File: src/rtl/seq_restoring_divider_if.sv
// Handshake and operand/result bundle for seq_restoring_divider.
// The master issues divide requests; the slave (the divider) returns results.
interface seq_restoring_divider_if #(
  parameter int DW = 8,
  parameter int VW = 4
);
  logic          start;
  logic [DW-1:0] dividend;
  logic [VW-1:0] divisor;
  logic [DW-1:0] quotient;
  logic [VW-1:0] remainder;
  logic          busy;
  logic          done;
  logic          div_by_zero;
  logic          chk_err;

  modport master (
    output start, dividend, divisor,
    input  quotient, remainder, busy, done, div_by_zero, chk_err
  );

  modport slave (
    input  start, dividend, divisor,
    output quotient, remainder, busy, done, div_by_zero, chk_err
  );
endinterface

File: src/rtl/seq_restoring_divider.sv
// Sequential unsigned restoring divider: one quotient bit per clock, MSB first.
// Define DIV_SELFCHECK_EN to add a reconstruction check on each result; otherwise chk_err is tied low.
module seq_restoring_divider #(
  parameter int DW = 8,
  parameter int VW = 4
) (
  input logic                    clk,
  input logic                    rst_n,
  seq_restoring_divider_if.slave bus
);
  localparam int CW = $clog2(DW);

  typedef enum logic [1:0] {IDLE = 2'd0, RUN = 2'd1, DONE = 2'd2} state_t;

  state_t          state, state_nxt;
  logic [CW-1:0]   cnt;
  logic [DW-1:0]   a_r;
  logic [VW:0]     p_r;
  logic [VW-1:0]   d_r;
  logic [DW-1:0]   q_out;
  logic [VW-1:0]   r_out;
  logic            dbz;
  logic            busy, done;
  logic            accept, last_step;
  logic [VW+DW:0]  step;

  // One restoring iteration on {P, A}: shift left, trial-subtract, keep or restore.
  function automatic logic [VW+DW:0] div_step(input logic [VW:0]   p,
                                              input logic [DW-1:0] a,
                                              input logic [VW-1:0] d);
    logic        [VW+1:0] sh;
    logic signed [VW+1:0] trial;
    sh    = {p, a[DW-1]};
    trial = $signed(sh) - $signed({2'b00, d});
    if (!trial[VW+1]) return {trial[VW:0], a[DW-2:0], 1'b1};
    else              return {sh[VW:0],    a[DW-2:0], 1'b0};
  endfunction

  assign accept    = bus.start && (state != RUN);
  assign last_step = (state == RUN) && (cnt == CW'(DW - 1));
  assign step      = div_step(p_r, a_r, d_r);

  always_ff @(posedge clk) begin
    if (!rst_n) state <= IDLE;
    else        state <= state_nxt;
  end

  always_comb begin
    state_nxt = state;
    case (state)
      IDLE, DONE: begin
        state_nxt = IDLE;
        if (bus.start) state_nxt = (bus.divisor == '0) ? DONE : RUN;
      end
      RUN:     if (cnt == CW'(DW - 1)) state_nxt = DONE;
      default: state_nxt = IDLE;
    endcase
  end

  always_comb begin
    busy = (state == RUN);
    done = (state == DONE);
  end

  // Control and result registers; results change only on entry to DONE.
  always_ff @(posedge clk) begin
    if (!rst_n) begin
      cnt   <= '0;
      q_out <= '0;
      r_out <= '0;
      dbz   <= 1'b0;
    end else if (accept) begin
      cnt <= '0;
      dbz <= (bus.divisor == '0);
      if (bus.divisor == '0) begin
        q_out <= '1;
        r_out <= '0;
      end
    end else if (state == RUN) begin
      cnt <= cnt + 1'b1;
      if (last_step) begin
        q_out <= step[DW-1:0];
        r_out <= step[DW+VW-1:DW];
      end
    end
  end

  always_ff @(posedge clk) begin
    if (accept) begin
      a_r <= bus.dividend;
      d_r <= bus.divisor;
      p_r <= '0;
    end else if (state == RUN) begin
      {p_r, a_r} <= step;
    end
  end

  assign bus.quotient    = q_out;
  assign bus.remainder   = r_out;
  assign bus.busy        = busy;
  assign bus.done        = done;
  assign bus.div_by_zero = dbz;

`ifdef DIV_SELFCHECK_EN
  localparam int XW = DW + VW;
  logic [DW-1:0] dvd_r;
  logic [XW-1:0] recon;

  always_ff @(posedge clk) begin
    if (accept) dvd_r <= bus.dividend;
  end

  assign recon       = XW'(q_out) * XW'(d_r) + XW'(r_out);
  assign bus.chk_err = done && !dbz && ((recon != XW'(dvd_r)) || (r_out >= d_r));
`else
  assign bus.chk_err = 1'b0;
`endif
endmodule

File: src/flat_wrapper.sv
// flat-port wrapper written by rule: the top's interface ports become plain ports
module seq_restoring_divider_flat 
#(
  parameter int DW = 8,
  parameter int VW = 4
)
  (clk, rst_n, bus_start, bus_dividend, bus_divisor, bus_quotient, bus_remainder, bus_busy, bus_done, bus_div_by_zero, bus_chk_err);
  seq_restoring_divider_if #(.DW(DW), .VW(VW)) bus_i ();
  input logic clk;
  input logic rst_n;
  input wire logic [$bits(bus_i.start)-1:0] bus_start;
  input wire logic [$bits(bus_i.dividend)-1:0] bus_dividend;
  input wire logic [$bits(bus_i.divisor)-1:0] bus_divisor;
  output wire logic [$bits(bus_i.quotient)-1:0] bus_quotient;
  output wire logic [$bits(bus_i.remainder)-1:0] bus_remainder;
  output wire logic [$bits(bus_i.busy)-1:0] bus_busy;
  output wire logic [$bits(bus_i.done)-1:0] bus_done;
  output wire logic [$bits(bus_i.div_by_zero)-1:0] bus_div_by_zero;
  output wire logic [$bits(bus_i.chk_err)-1:0] bus_chk_err;
  assign bus_i.start = bus_start;
  assign bus_i.dividend = bus_dividend;
  assign bus_i.divisor = bus_divisor;
  assign bus_quotient = bus_i.quotient;
  assign bus_remainder = bus_i.remainder;
  assign bus_busy = bus_i.busy;
  assign bus_done = bus_i.done;
  assign bus_div_by_zero = bus_i.div_by_zero;
  assign bus_chk_err = bus_i.chk_err;
  seq_restoring_divider #(.DW(DW), .VW(VW)) u_core (.clk(clk), .rst_n(rst_n), .bus(bus_i));
endmodule
File: config.mk
export PLATFORM = sky130hd
export DESIGN_NAME = seq_restoring_divider_flat
export DESIGN_NICKNAME = d
export VERILOG_FILES = /design/src/rtl/seq_restoring_divider_if.sv /design/src/rtl/seq_restoring_divider.sv /design/src/flat_wrapper.sv
export SDC_FILE = /design/constraint.sdc
export NUM_CORES = 1
export LEC_CHECK = 0
export ABC_AREA = 1
export CAP_MARGIN = 15
export CORE_UTILIZATION = 56
export CTS_CLUSTER_DIAMETER = 60
export CTS_CLUSTER_SIZE = 8
export DETAILED_ROUTE_END_ITERATION = 12
export MAX_ROUTING_LAYER = met4
export PLACE_DENSITY = 0.84
export SLEW_MARGIN = 20
export SYNTH_ARGS = -nofsm -noshare
export SYNTH_HDL_FRONTEND = slang
export SYNTH_SLANG_ARGS = --single-unit
File: constraint.sdc
create_clock -name clk -period 5 [get_ports clk]
set_input_delay 1 -clock clk [delete_from_list [all_inputs] [get_ports clk]]
set_output_delay 1 -clock clk [all_outputs]
set_load 0.03 [all_outputs]
==> qor.csv <==
stage;metric;value;unit
run_status;status;completed;
timing;period utilisation layout;0.557;
setup_path;kind of critical path;reg2out;
clock_network;TritonCTS clock tree;yes;
timing;Final setup viols;0;
place;port bufs;29;
timing;worst rel slew slack;0.653;
detailed_routing;routed len/inst;13.2;um
timing;setup TNS;0;ns
clock_network;setup bufs post-CTS;0;
synthesis;Post-Synth Simple-Gate Area;0.231;
synthesis;most common cell in the netlist;nand2_1;
setup_path;Slowest cell on crit path;clkdlybuf4s50_1;
synthesis;XOR/XNOR share of the synthesized area;0.0152;
timing;Post-Route Skew;0.00598;ns
final_layout;Filler cells;213;
setup_path;Setup crit end kind;output pin;
clock_network;hold_buf cts;0;
detailed_routing;drt via density;5.36;
synthesis;Mapped Nets;217;
synthesis;most common library cells after synthesis;27 x nand2_1, 26 x inv_1, 23 x dfxtp_1;
final_layout;Final nets;248;
hold_path;hold path depth;2;
clock_network;Clock Sinks;35;
pwr;Leakage;0.911;nW
timing;minimum clock period;2.78;ns
final_layout;area of the multi-input gates;734;um^2
setup_path;gate family responsible for the most delay along the worst path;buffers and inverters;
global_route;total gr overflow;0;
setup_path;CP cell instances;inv_2, nor2_4, clkdlybuf4s50_1;
detailed_routing;post-route ant nets;0;
global_route;largest net degree at the start of global routing;21;
synthesis;Synth cell types;29;
timing;Max Freq;359;MHz
detailed_routing;Routed WL;3390;um
floorplan;Die Height;57.6;um
setup_path;critical-path maximum fanout;12;
synthesis;number of synthesized flops with an enable pin;12;
synthesis;FF+latch count, synth;35;
setup_path;slowest stage delay, CP;0.74;ns
timing;Worst-Margin Slew;0.519;ns
synthesis;Async S/R FF share, synth;0;
setup_path;FF-to-FF path depth;11;
clock_network;H-tree depth;2;
setup_path;data required time of the critical path;4.00;ns
synthesis;Top FF cell, synth;dfxtp_1;
setup_path;CP bufs+invs;2;
synthesis;register area share after synthesis;0.474;
setup_path;crit start category;flip-flop;
setup_path;number of cells on the critical path;3;
clock_network;Worst-path clk slew;0.11;ns
clock_network;Clk Latency, worst-skew pair;0.35;ns
pwr;VDD IR-drop max;0.000231;V
synthesis;Synth warnings;0;
setup_path;arrival time at the worst endpoint;1.78;ns
final_layout;P&R area growth vs syn;21.8;%
synthesis;Gate Count Post-Synth;195;
clock_network;post-CTS resize count;0;
place;hpwl dp;2600;um
detailed_routing;Starting DRT DRC Count;27;
global_route;first-pass GRT wire length;5770;um
floorplan;Initial Utilization;0.607;
synthesis;ranking of synthesized cells by area;dfxtp_1 27%, edfxtp_1 21%, nand3_1 6.1%;
setup_path;r2r setup slk;3.24;ns
clock_network;Max Root-Sink Buffers;2;
global_route;gr usage total;0.239;
final_layout;Antenna Diode Count;0;
pwr;Cell Pwr Density;389;mW/mm^2
synthesis;Synth area leader;dfxtp_1;
place;RePlAce Congestion;0.832;
synthesis;Yosys top cell area share;0.266;
synthesis;Post-Synth Adder-Cell Area;0.0550;
timing;Pins Over Slew Limit;0;
run;maxcap violations;0;
global_route;initial antenna violation count;0;
floorplan;row count;19;
synthesis;post-synthesis compound-gate area fraction;0.121;
detailed_routing;via count;1383;
clock_network;CTS root buf;clkbuf_4;
final_layout;share of layout cells above drive strength 1;0.176;
detailed_routing;first drt pass iteration count;4;
hold_path;Hold Crit Class;reg2reg;
floorplan;Ports;31;
timing;RSZ-0062 raised after global routing;no;
floorplan;Die ar.;0.00332;mm^2
synthesis;mux cell area share after synthesis;0;
floorplan;Die Wd;57.6;um
final_layout;Sequential Area;821;um^2
final_layout;Finished Cell Area;0.00211;mm^2
synthesis;largest family of logic cells by synthesized area;simple AND/OR/NAND/NOR gates;
floorplan;core area;0.00285;mm^2
global_route;number of global-route vias before repair;1387;
detailed_routing;DRC errors left;0;
timing;Hold Fails Final Rpt;0;
synthesis;synthesized cell area;0.00173;mm^2
place;DP Area;0.00203;mm^2
clock_network;CTS buffer count;5;
synthesis;Mapped Avg Cell Area;8.87;um^2
-- metal layers --
layer  share of wire  up-vias  routed length [um]  GRT usage
met5               0        -                   0          -
met4           0.022        0                  74      0.111
met3           0.061       12                 207     0.0816
met2            0.49       39                1680      0.394
met1            0.42      641                1430      0.259
li1                -      691                   -          -
-- cells in the final DEF, fill, tap and decap left out, types with 5 or more instances in the layout --
cell and instances:
inv_2 12, clkbuf_4 5, o21ai_0 10, nand2_1 27, inv_1 26, ha_1 6, a21oi_1 13, nand3_1 21
nand2_4 5, o21ai_1 9, edfxtp_1 12, dfxtp_1 23, clkdlybuf4s50_1 29
-- per-stage QoR --
step	total power, mW	setup WS (ns)	hold slack [ns]	std cells	utilization
after detailed placement	0.620	2.43	0.450	250	0.711
final	0.819	2.22	0.479	258	0.739
after global placement	0.610	2.51	0.451	250	0.711
after floorplan	0.563	3.19	0.442	195	-
after global routing	0.874	2.13	0.504	258	0.739
after CTS	0.822	2.20	0.484	258	0.739
-- report_power, final --
part           total (mW)  internal (mW)  switching, mW
clock network       0.204          0.105         0.0989
logic               0.266         0.0996          0.167
registers           0.349          0.329         0.0193
total               0.819          0.534          0.285
-- sequential cells by signal (all words and copies together), names as in the netlist --
| signal | count |
|---|---|
| u_core.cnt | 3 |
| u_core.d_r | 4 |
| u_core.bus.quotient | 8 |
| u_core.p_r | 5 |
| u_core.bus.remainder | 4 |
| u_core.bus.div_by_zero | 1 |
| u_core.a_r | 8 |
| u_core.state | 2 |
-- worst paths after layout --
check | startpoint | to
min | u_core.bus.quotient[5] | u_core.bus.quotient[5]
min reg2reg | u_core.bus.quotient[5] | u_core.bus.quotient[5]
max reg2reg | u_core.a_r[7] | u_core.p_r[4]
max | u_core.state[0] | bus_busy
-- area by class of cell --
class / instances / area share
timing repair buffer: 29 / 0.138
tap: 31 / 0.0184
clock buffer: 5 / 0.0178
sequential: 35 / 0.389
multi-input combinational: 117 / 0.348
inverter: 38 / 0.0677
clock inverter: 3 / 0.0208
-- kinds of logic after synthesis --
group                    Yosys count
AO/OA/AOI/OAI                     38
XOR/XNOR                           3
adder cells (fa/ha/maj)            7
buffers and inverters             43
flip-flops                        35
other                              1
AND/OR/NAND/NOR                   68
-- worst reg2reg max path, stage by stage, from the launching register on --
cell	delay, ns
edfxtp_1	0.38
inv_1	0.10
ha_1	0.16
inv_2	0.04
fa_1	0.39
nand3_1	0.10
nand2_1	0.07
xor2_1	0.14
nand3_1	0.06
nand2_1	0.06
nand2_1	0.05
o21ai_0	0.07
(Power assumes the default switching activity.)
